--- src/rtl/fifo_wr_arbiter.sv ---
// Round-robin arbiter that lets NUM_REQ requesters burst up to MAX_BURST beats
// each into one shared FIFO write port, with a free-running push counter.
module fifo_wr_arbiter #(
  parameter int WIDTH     = 64,
  parameter int NUM_REQ   = 4,
  parameter int MAX_BURST = 4
) (
  input  logic                       clk,
  input  logic                       rst_n,
  input  logic [NUM_REQ-1:0]         req_valid,
  input  logic [NUM_REQ*WIDTH-1:0]   req_data,
  output logic [NUM_REQ-1:0]         req_ready,
  input  logic                       fifo_full,
  output logic                       w_valid,
  output logic [WIDTH-1:0]           data_in,
  output logic [$clog2(NUM_REQ)-1:0] grant_id,
  output logic                       busy,
  output logic [15:0]                push_count
);

  localparam int IW = $clog2(NUM_REQ);
  localparam int BW = (MAX_BURST > 1) ? $clog2(MAX_BURST) : 1;

  typedef enum logic {IDLE, GRANT} state_e;

  state_e          state_q;
  logic [IW-1:0]   g_q, last_q;
  logic [BW-1:0]   bcnt_q;
  logic [15:0]     pcnt_q;

  logic            accept, last_beat, rel, any_req;
  logic [IW-1:0]   arb_base, nxt_g, idx;

  assign busy       = (state_q == GRANT);
  assign grant_id   = busy ? g_q : '0;
  assign w_valid    = busy & req_valid[g_q];
  assign data_in    = w_valid ? req_data[int'(g_q)*WIDTH +: WIDTH] : '0;
  assign push_count = pcnt_q;

  assign any_req   = |req_valid;
  assign accept    = w_valid & ~fifo_full;
  assign last_beat = (bcnt_q == BW'(MAX_BURST-1));
  assign rel       = busy & (~req_valid[g_q] | (accept & last_beat));

  genvar k;
  generate
    for (k = 0; k < NUM_REQ; k++) begin : g_rdy
      assign req_ready[k] = busy & (g_q == IW'(k)) & ~fifo_full;
    end
  endgenerate

  // Search starts just after the releasing owner (or last owner when idle), so
  // the previous owner only wins again when nobody else is asking.
  assign arb_base = busy ? g_q : last_q;

  always_comb begin
    nxt_g = '0;
    idx   = '0;
    for (int i = NUM_REQ; i >= 1; i--) begin
      idx = IW'((int'(arb_base) + i) % NUM_REQ);
      if (req_valid[idx]) nxt_g = idx;
    end
  end

  always_ff @(posedge clk or negedge rst_n) begin
    if (!rst_n) begin
      state_q <= IDLE;
      g_q     <= '0;
      bcnt_q  <= '0;
      last_q  <= IW'(NUM_REQ-1);
      pcnt_q  <= '0;
    end else begin
      case (state_q)
        IDLE: begin
          if (any_req) begin
            state_q <= GRANT;
            g_q     <= nxt_g;
            bcnt_q  <= '0;
          end
        end
        GRANT: begin
          if (accept) pcnt_q <= pcnt_q + 16'd1;
          if (rel) begin
            last_q <= g_q;
            bcnt_q <= '0;
            if (any_req) g_q <= nxt_g;
            else         state_q <= IDLE;
          end else if (accept) begin
            bcnt_q <= bcnt_q + BW'(1);
          end
        end
        default: state_q <= IDLE;
      endcase
    end
  end

endmodule

--- config.mk ---
export PLATFORM = sky130hd
export DESIGN_NAME = fifo_wr_arbiter
export DESIGN_NICKNAME = d
export VERILOG_FILES = /design/src/rtl/fifo_wr_arbiter.sv
export SDC_FILE = /design/constraint.sdc
export NUM_CORES = 1
export LEC_CHECK = 0
export BUFFER_PORTS_ARGS = -buffer_cell sky130_fd_sc_hd__buf_2
export CAP_MARGIN = 20
export CELL_PAD_IN_SITES_DETAIL_PLACEMENT = 1
export CELL_PAD_IN_SITES_GLOBAL_PLACEMENT = 2
export CORE_MARGIN = 2
export CORE_UTILIZATION = 19
export DETAILED_ROUTE_END_ITERATION = 6
export PLACE_DENSITY = 0.87
export SLEW_MARGIN = 25
export SYNTH_ARGS = -nofsm -noshare
export SYNTH_HDL_FRONTEND = slang
export SYNTH_SLANG_ARGS = --single-unit
export TNS_END_PERCENT = 20
--- constraint.sdc ---
create_clock -name clk -period 4.08 [get_ports clk]
set_input_delay 0.816 -clock clk [delete_from_list [all_inputs] [get_ports clk]]
set_output_delay 0.816 -clock clk [all_outputs]
set_load 0.03 [all_outputs]
# After elaboration in Yosys (flattened, before gate mapping)
# Index checks and enable logic that the tools add are counted.
[word_totals] ff_bits=23
[op_classes] bitwise_logic=16 n_eq_ne=7 n_shift=1 muxes=27 n_addsub=6 reduce_logical=5 order_cmp=5
[op_table] cell="$shiftx 256x9->64" count=1
[op_table] cell="$mux 64" count=1
[op_table] cell="$mux 2" count=11
[op_table] cell="$add 16x1->16 const B" count=1
[op_table] cell="$lt 2x3->1 const B" count=5
[op_table] cell="$and 1x1->1" count=12
[op_table] cell="$bmux 1 s2" count=5
[op_table] cell="$pmux 2 s2" count=2
[op_table] cell="$mux 1" count=7
[op_table] cell="$add 2x1->2 const B" count=3
[op_table] cell="$eq 2x2->1 const B" count=3
[op_table] cell="$reduce_and 2->1" count=3
[op_table] cell="$add 2x2->2 const B" count=2
[op_table] cell="$reduce_or 4->1" count=1
[op_table] cell="$ne 3x1->1 const B" count=1
[op_table] cell="$not 1->1" count=3
[op_table] cell="$eq 2x1->1 const B" count=1
[op_table] cell="$logic_not 2->1" count=1
[op_table] cell="$ne 2x1->1 const B" count=1
[op_table] cell="$ne 2x2->1 const B" count=1
[op_table] cell="$pmux 1 s2" count=1
[op_table] cell="$or 1x1->1" count=1

# Longest topological paths before layout
# Gate-level depths: netlist of run 1.
[depth] ltp_word=11 mapped_depth=6

# Worst setup path before layout of run 1
# No wires, ideal clock.
[synth_timing] kind="input to output" start="in req_valid[3]" end="out data_in[10]" required_time_ns=3.264 n_path_buf=2 slack_ns=1.336 cell_stages=4 t_arrival_ns=1.928 cell_sequence="mux4_2 clkbuf_1 clkbuf_1 and3_1"
[synth_between] elab_chain_len=4
[synth_lines] element="start, declared" line_no="10" source="input logic [NUM_REQ-1:0] req_valid,"
[synth_lines] element="$bmux 1 s2" line_no="36" source="assign w_valid = busy & req_valid[g_q];"
[synth_lines] element="$mux 1 (implied by the code)" line_no="36"
[synth_lines] element="$and 1x1->1" line_no="36"
[synth_lines] element="$mux 64" line_no="37" source="assign data_in = w_valid ? req_data[int'(g_q)*WIDTH +: WIDTH] : '0;"
[synth_lines] element="end, declared" line_no="15" source="output logic [WIDTH-1:0] data_in,"
# Every way passes these cells. The select of a mux whose other input is x is not followed.

# Final worst setup path of run 1
[layout_timing] start="reg g_q[0]" end="out data_in[1]"
[layout_between] elab_chain_len=4 word_cells_on_any_way=5 classes_between="1 x shift; 3 x mux; 1 x bitwise"
[layout_lines] element="start, declared" line_no="27" source="logic [IW-1:0] g_q, last_q;"
[layout_lines] element="start signal, assigned" line_no="77" source="g_q <= nxt_g;"
[layout_lines] element="start signal, assigned" line_no="86" source="if (any_req) g_q <= nxt_g;"
[layout_lines] element="branches (longest 3 deep; another with $shiftx 256x9->64)"
[layout_lines] element="$mux 64 *" line_no="37"
# Mark *: on every way between the ends. The select of a mux whose other input is x is not followed.

==> results.md, run 1 <==
- Area grow syn2layout: 61.68%
- Vias: 4058
- Reg2reg path depth: 4
- Fillers: 2097
- R2R Setup Slk: 1420 ps
- CTS tree: yes
- Clock slew at reported path FFs: 60 ps
- DRT iter0 DRCs: 187
- Reg power frac: 13.7%
- Hold EP: push_count[15]$_DFFE_PN0P_
- CP required: 3260 ps
- Synth cell types: 45
- Sw Pwr: 0.001962 W
- Number of global-route vias before repair: 4010
- Post-Syn Nets: 548
- Simple-gate share of the synthesized area: 22.18%
- Post-layout minimum cycle time: 3453 ps
- Die extent in x: 135.6 um
- Ys async rst share: 100.0%
- Synth top area share: 44.52%
- Xor/xnor share of the synthesized area: 3.995%
- Congestion Overflow GR: 0
- Commonest non-fill, non-tap cell in the layout: buf_2
- Post-synth top flop: dfrtp_1
- Crit start category: register
- Period utilization: 84.64%
- Compound-Gate Fraction of Synth Area: 3.272%
- Internal: 0.001673 W
- Comb pwr share: 80.4%
- Most frequent cells in the layout: buf_2, and3_1, mux4_2
- Clock Path Buffers: 2
- CORE AREA: 0.01712 sq mm
- Critical path class: reg -> out
- HPWL Detailed: 14930 um
- R2R Path End: g_q[0]$_DFFE_PN0P_
- Element type at the critical path end: output pin
- CTS sink cnt: 23
- Worst Skew: 1.389 ps
- # IOs: 351
- Post-Syn Instances: 283
- Htree depth: 1
- HP Class: reg -> reg
- Nets@finish: 873
- Worst skew pair latency: 260 ps
- Hold Fails Final Rpt: 0
- DRC violations left: 0
- Sw frac: 53.97%
- WL/cell: 21.27 um
- Initial antenna violation count: 8
- Maximum VDD drop: 282.9 uV
- Final Core Density: 31.06%
- Top cell type by total area after synthesis: mux4_2
- DR pass1 iterations: 4
- RePlAce Congestion: 0.8520
- Top area cells in the synthesized netlist: mux4_2, dfrtp_1, and3_1
- Post-synthesis adder-cell area fraction: 0.7610%
- Final wirelength: 17860 um
- Data arrival, critical path: 2640 ps
- Seq/Total Area, Yosys: 17.58%
- # rows: 48
- Pwr Total: 0.003635 W
- Final Slew Violations: 0
- Total Neg Setup Slack: 0 ps
- Starting Density: 19.21%
- Root Driver: clkbuf_16
- Cell area after synthesis: 0.003288 sq mm
- Max Fclk: 0.2896 GHz
- First-pass GRT wire length: 24650 um
- Post-synth EDFFs: 0
- Worst Hold Launch: push_count[15]$_DFFE_PN0P_
- Final setup vio count: 0
- Clock network fraction of design power: 5.8%
- Ratio of cells with drive above 1 in the final layout: 72.65%
- Outcome: complete, no violations
- Least-Margin Pin Slew: 694.0 ps
- Cts repair resizes: 0
- Rel. slew slack: 53.73%
- Post-route ant nets: 0
- Critical Path Fanout Max: 67
- Gr usage total: 17.72%
- Leak Pwr: 2.833 nW
- TritonCTS Buffers: 3
- Post-CTS Hold Fix Bufs: 0
- FF-to-FF Start: g_q[0]$_DFFE_PN0P_
- DIE AREA: 0.01837 sq mm
- Postcts setup bufs: 0
- Pin count of the biggest net entering global routing: 68
- Hold depth: 1
- Max Cap Violations: 0
- Mapped Avg Cell Area: 11.62 sq um
- Port Buf Inserts: 350
- Yosys warning count: 0
- Post-synthesis mux area share: 46.80%
- Largest family of logic cells by synthesized area: multiplexers
- Pwr dens: 683.8 mW/mm^2
- RSZ-0062 raised after global routing: no
- Chip Height: 135.6 um
- Post-synthesis sequential element count: 23
- Via-per-instance ratio: 4.831
[Yosys cell counts (all sizes together) (4+ instances only)]
library cell / number
nand2: 10
xor2: 12
nor3: 12
clkbuf: 22
and3: 65
mux4: 65
inv: 7
nand3: 5
dfrtp: 21
mux2: 4
nor2: 8
buf: 11
[worst max-delay path by stage]
stage                            start     endpoint  cells after the start
floorplan                 req_valid[3]  data_in[10]                      4
global placement          req_valid[1]   data_in[1]                      4
detailed placement        req_valid[1]   data_in[1]                      4
CTS                 g_q[0]$_DFFE_PN0P_   data_in[1]                      3
global route        g_q[0]$_DFFE_PN0P_   data_in[1]                      3
finish              g_q[0]$_DFFE_PN0P_   data_in[1]                      3
[power by group through the flow]
| stage | Sequential (W) | Combinational (W) | Clock [W] |
|---|---|---|---|
| after CTS | 0.000508 | 0.00294 | 0.000218 |
| final | 0.000498 | 0.00292 | 0.000212 |
| after floorplan | 0.000436 | 0.00221 | 0 |
| after detailed placement | 0.000512 | 0.00294 | 0 |
| after global routing | 0.000534 | 0.00311 | 0.000226 |
| after global placement | 0.000509 | 0.00292 | 0 |
[critical path, cell delays in order, from the launching register on]
cell and delay (ps):
dfrtp_4 750, mux4_4 1060, and3_1 340, buf_2 180
[logic make-up (layout without fill, tap and decap cells)]
logic type      after synthesis  in the layout
flops                        23             23
fa+ha+maj                     2              2
compound gates               14             14
other cells                   0              8
simple gates                117            117
mux                          72             72
xor+xnor                     15             15
buf+inv                      40            364
[metrics by stage]
| stage | instances | instance area, sq um | hold WS [ps] | setup slack (ps) |
|---|---|---|---|---|
| after global placement | 828 | 5214 | 456.9 | 735.4 |
| after floorplan | 283 | 3288 | 477.2 | 1336 |
| after detailed placement | 828 | 5214 | 460.1 | 768.5 |
| after global routing | 838 | 5311 | 475.9 | 510.5 |
| final | 840 | 5316 | 464.2 | 626.9 |
| after CTS | 832 | 5294 | 470.3 | 591.7 |
[registers in the layout (all words and copies together), names as in the netlist]
register,count
busy,1
bcnt_q,2
last_q,2
push_count,16
g_q,2
[metal layers]
metal,global-route usage [%],share of wire (%),vias to the layer above
li1,-,-,1803
met1,24.39,42,2045
met2,28.73,49,186
met3,3.030,6.8,22
met4,4.919,1.7,2
met5,0,0.073,-
[final cells by class]
cell class              instances  area, sq um  share of cell area (%)
inverters                       7        26.28                  0.4942
well taps                     225        281.5                   5.295
multi-input cells             220         2535                   47.68
clock inverters                 1        5.005                 0.09414
clock buffers                   3        75.07                   1.412
diodes                          8        20.02                  0.3766
repair buffers                353         1787                   33.61
flip-flops and latches         23        586.8                   11.04
Power figures use the tool's default switching activity.
==> inputs of run 2 (changes only) <==
- ABC_AREA: not set -> 1
- CORE_UTILIZATION: 19 -> 16
- PLACE_DENSITY: 0.87 -> 0.83
- clock period: 4.08 -> 3.5 ns (I/O delays scaled with it)
==> run 2 against run 1 <==
  * Sequential cell count unchanged
  * Worst hold slack got worse by 38 ps
  * Clock skew is 2.2 ps higher
  * Final area grew 2.9%
  * Cell count is 31% higher
  * Power increased by 33%
  * Global-route usage is 1.1 points lower
  * Sequential share of layout area fell by 0.47 points
  * Synthesized cell count grew 75%
  * Sequential power decreased by 8.0%
==> results.md, run 2 <==
- Ys async rst share: 100.0%
- Mapped Avg Cell Area: 6.824 sq um
- Hold Fails Final Rpt: 0
- Most frequent cells in the layout: buf_2, nand2_1, a22oi_1
- Pin count of the biggest net entering global routing: 65
- Final setup vio count: 0
- Element type at the critical path end: output pin
- Cts repair resizes: 0
- Comb pwr share: 85.3%
- Max Fclk: 0.3309 GHz
- TritonCTS Buffers: 3
- Internal: 0.001755 W
- Reg power frac: 9.5%
- CTS sink cnt: 23
- Cell area after synthesis: 0.003384 sq mm
- Root Driver: clkbuf_16
- Post-synthesis adder-cell area fraction: 0.7394%
- DRT iter0 DRCs: 122
- Clock slew at reported path FFs: 60 ps
- Most common cell in the synthesized netlist: nand2_1
- # rows: 53
- Worst Skew: 3.564 ps
- Postcts setup bufs: 0
- Least-Margin Pin Slew: 547.3 ps
- Max Cap Violations: 0
- CTS tree: yes
- DR pass1 iterations: 4
- R2R Path End: push_count[11]$_DFFE_PN0P_
- Number of global-route vias before repair: 4831
- Post-CTS Hold Fix Bufs: 0
- Delay-heaviest family, CP: simple AND/OR/NAND/NOR gates
- CP required: 2800 ps
- Post-Syn Nets: 761
- HP Class: in -> async
- Global Route met1 Usage: 20.43%
- CP max stage delay: 570 ps
- Period utilization: 86.34%
- Busiest grt layer: met2
- Critical path class: reg -> out
- Maximum VDD drop: 428.0 uV
- Clock Path Buffers: 2
- Post-synth top flop: dfrtp_1
- Max FFs per register: 16
- Critical Path Fanout Max: 29
- Post-synthesis mux area share: 0%
- Sw Pwr: 0.003064 W
- Compound-Gate Fraction of Synth Area: 37.82%
- Vias: 5001
- Pwr dens: 881.3 mW/mm^2
- Top cell type by total area after synthesis: nand2_1
- Htree depth: 1
- Post-Syn Instances: 496
- Commonest non-fill, non-tap cell in the layout: buf_2
- WL/cell: 18.65 um
- Synth cell types: 32
- Post-layout minimum cycle time: 3022 ps
- Congestion Overflow GR: 0
- Met2 usage: 30.62%
- Initial antenna violation count: 5
- Gr usage total: 16.59%
- Nets@finish: 1086
- Xor/xnor share of the synthesized area: 3.364%
- Post-synth EDFFs: 0
- Area grow syn2layout: 61.59%
- Hold slack: 426.6 ps
- CP max-delay cell: dfrtp_1
- Final cell count without fillers: 1099
- Ratio of cells with drive above 1 in the final layout: 53.29%
- Yosys warning count: 0
- Worst skew pair latency: 250 ps
- Seq/Total Area, Yosys: 17.08%
- DIE AREA: 0.02233 sq mm
- Post-route ant nets: 0
- Reg2reg path depth: 9
- FF-to-FF Start: g_q[0]$_DFFE_PN0P_
- Top area cells in the synthesized netlist: nand2_1, a31oi_2, dfrtp_1
- Final wirelength: 20490 um
- Placed Cells: 1091
- First-pass GRT wire length: 28750 um
- Worst path cell trace: inv_2, nor2_4, nand2_1, nand4_2, nand2_4, buf_4, a31oi_2, buf_2
- Chip Height: 149.4 um
- Post-synthesis sequential element count: 23
- # IOs: 351
- DRC violations left: 0
- Synth top area share: 20.63%
- Data arrival, critical path: 2320 ps
- HPWL Detailed: 17260 um
- R2R Setup Slk: 1340 ps
- Die extent in x: 149.4 um
- RSZ-0062 raised after global routing: no
- Post-synth top cells: nand2_1, a22oi_1, a31oi_2
- Rel. slew slack: 63.52%
- Total Neg Setup Slack: 0 ps
- Sw frac: 63.58%
- RePlAce Congestion: 0.7982
- Outcome: complete, no violations
- Final Slew Violations: 0
- Via-per-instance ratio: 4.551
- Port Buf Inserts: 350
- CP Buf/Inv Count: 3
- Largest family of logic cells by synthesized area: compound AO/OA/AOI/OAI gates
- Starting Density: 16.20%
- GRT met3 Usage: 2.439%
- Clock network fraction of design power: 5.2%
- Leak Pwr: 2.712 nW
- Crit start category: register
- Simple-gate share of the synthesized area: 30.76%
- CORE AREA: 0.02089 sq mm
## run 2: changes by cell type after synthesis, sizes merged, moves of 7 or more
cell    change
mux4       -65
nand3      +17
inv        +22
buf        +16
a31oi      +64
o21ai      +10
clkbuf     -10
nand2     +182
and3       -65
a22oi      +64
nor2        +7
## run 2: final cells by class
cell class / count / area, sq um
repair buffers: 359 / 1869
multi-input cells: 405 / 2477
inverters: 29 / 111.4
fillers: 2736 / 15420
clock buffers: 4 / 78.83
diodes: 4 / 10.01
flip-flops and latches: 23 / 578.1
well taps: 275 / 344.1
## run 2: power by group through the flow
stage,Sequential [W],Combinational [W],Clock [W]
2_1_floorplan,0.000488,0.00295,0
3_3_place_gp,0.000461,0.00414,0
3_5_place_dp,0.000464,0.00417,0
4_1_cts,0.000461,0.00418,0.000257
5_1_grt,0.000474,0.00444,0.000265
6_report,0.000458,0.00411,0.000250
## run 2: how the worst max path moves through the flow
stage | start | end | slack, ps | cells after the start
after floorplan | g_q[0]$_DFFE_PN0P_ | data_in[8] | 1120 | 6
after global placement | g_q[0]$_DFFE_PN0P_ | data_in[56] | 790 | 8
after detailed placement | g_q[0]$_DFFE_PN0P_ | data_in[53] | 720 | 8
after CTS | g_q[0]$_DFFE_PN0P_ | data_in[53] | 440 | 8
after global routing | g_q[0]$_DFFE_PN0P_ | data_in[53] | 270 | 8
final | g_q[0]$_DFFE_PN0P_ | data_in[53] | 480 | 8
## run 2: logic make-up after synthesis
| logic type | count (synthesis) |
|---|---|
| AO/OA/AOI/OAI | 145 |
| XOR/XNOR | 13 |
| buffers and inverters | 68 |
| flip-flops | 23 |
| AND/OR/NAND/NOR | 245 |
| adder cells (fa/ha/maj) | 2 |
## run 2: worst register-to-register path: cells and delay by family, from the launching register on
| family | cells | cell delay (ps) |
|---|---|---|
| simple gates | 8 | 1350 |
| buf+inv | 1 | 110 |
| flops | 1 | 570 |
## run 2: through the flow
stage                     total power [W]  setup slack (ps)  instance area (sq um)  util [%]
final                            0.004820             478.2                   5469     26.18
after global routing             0.005178             270.6                   5466     26.17
after CTS                        0.004897             441.5                   5459     26.13
after detailed placement         0.004637             723.2                   5380     25.76
after global placement           0.004604             787.7                   5380     25.76
after floorplan                  0.003438              1122                   3385         -
## run 2: metal layers
metal | part of all wire [%] | up-vias
li1 | - | 2397
met2 | 52 | 185
met1 | 40 | 2401
met4 | 1.7 | 0
met5 | 0 | -
met3 | 6.6 | 18
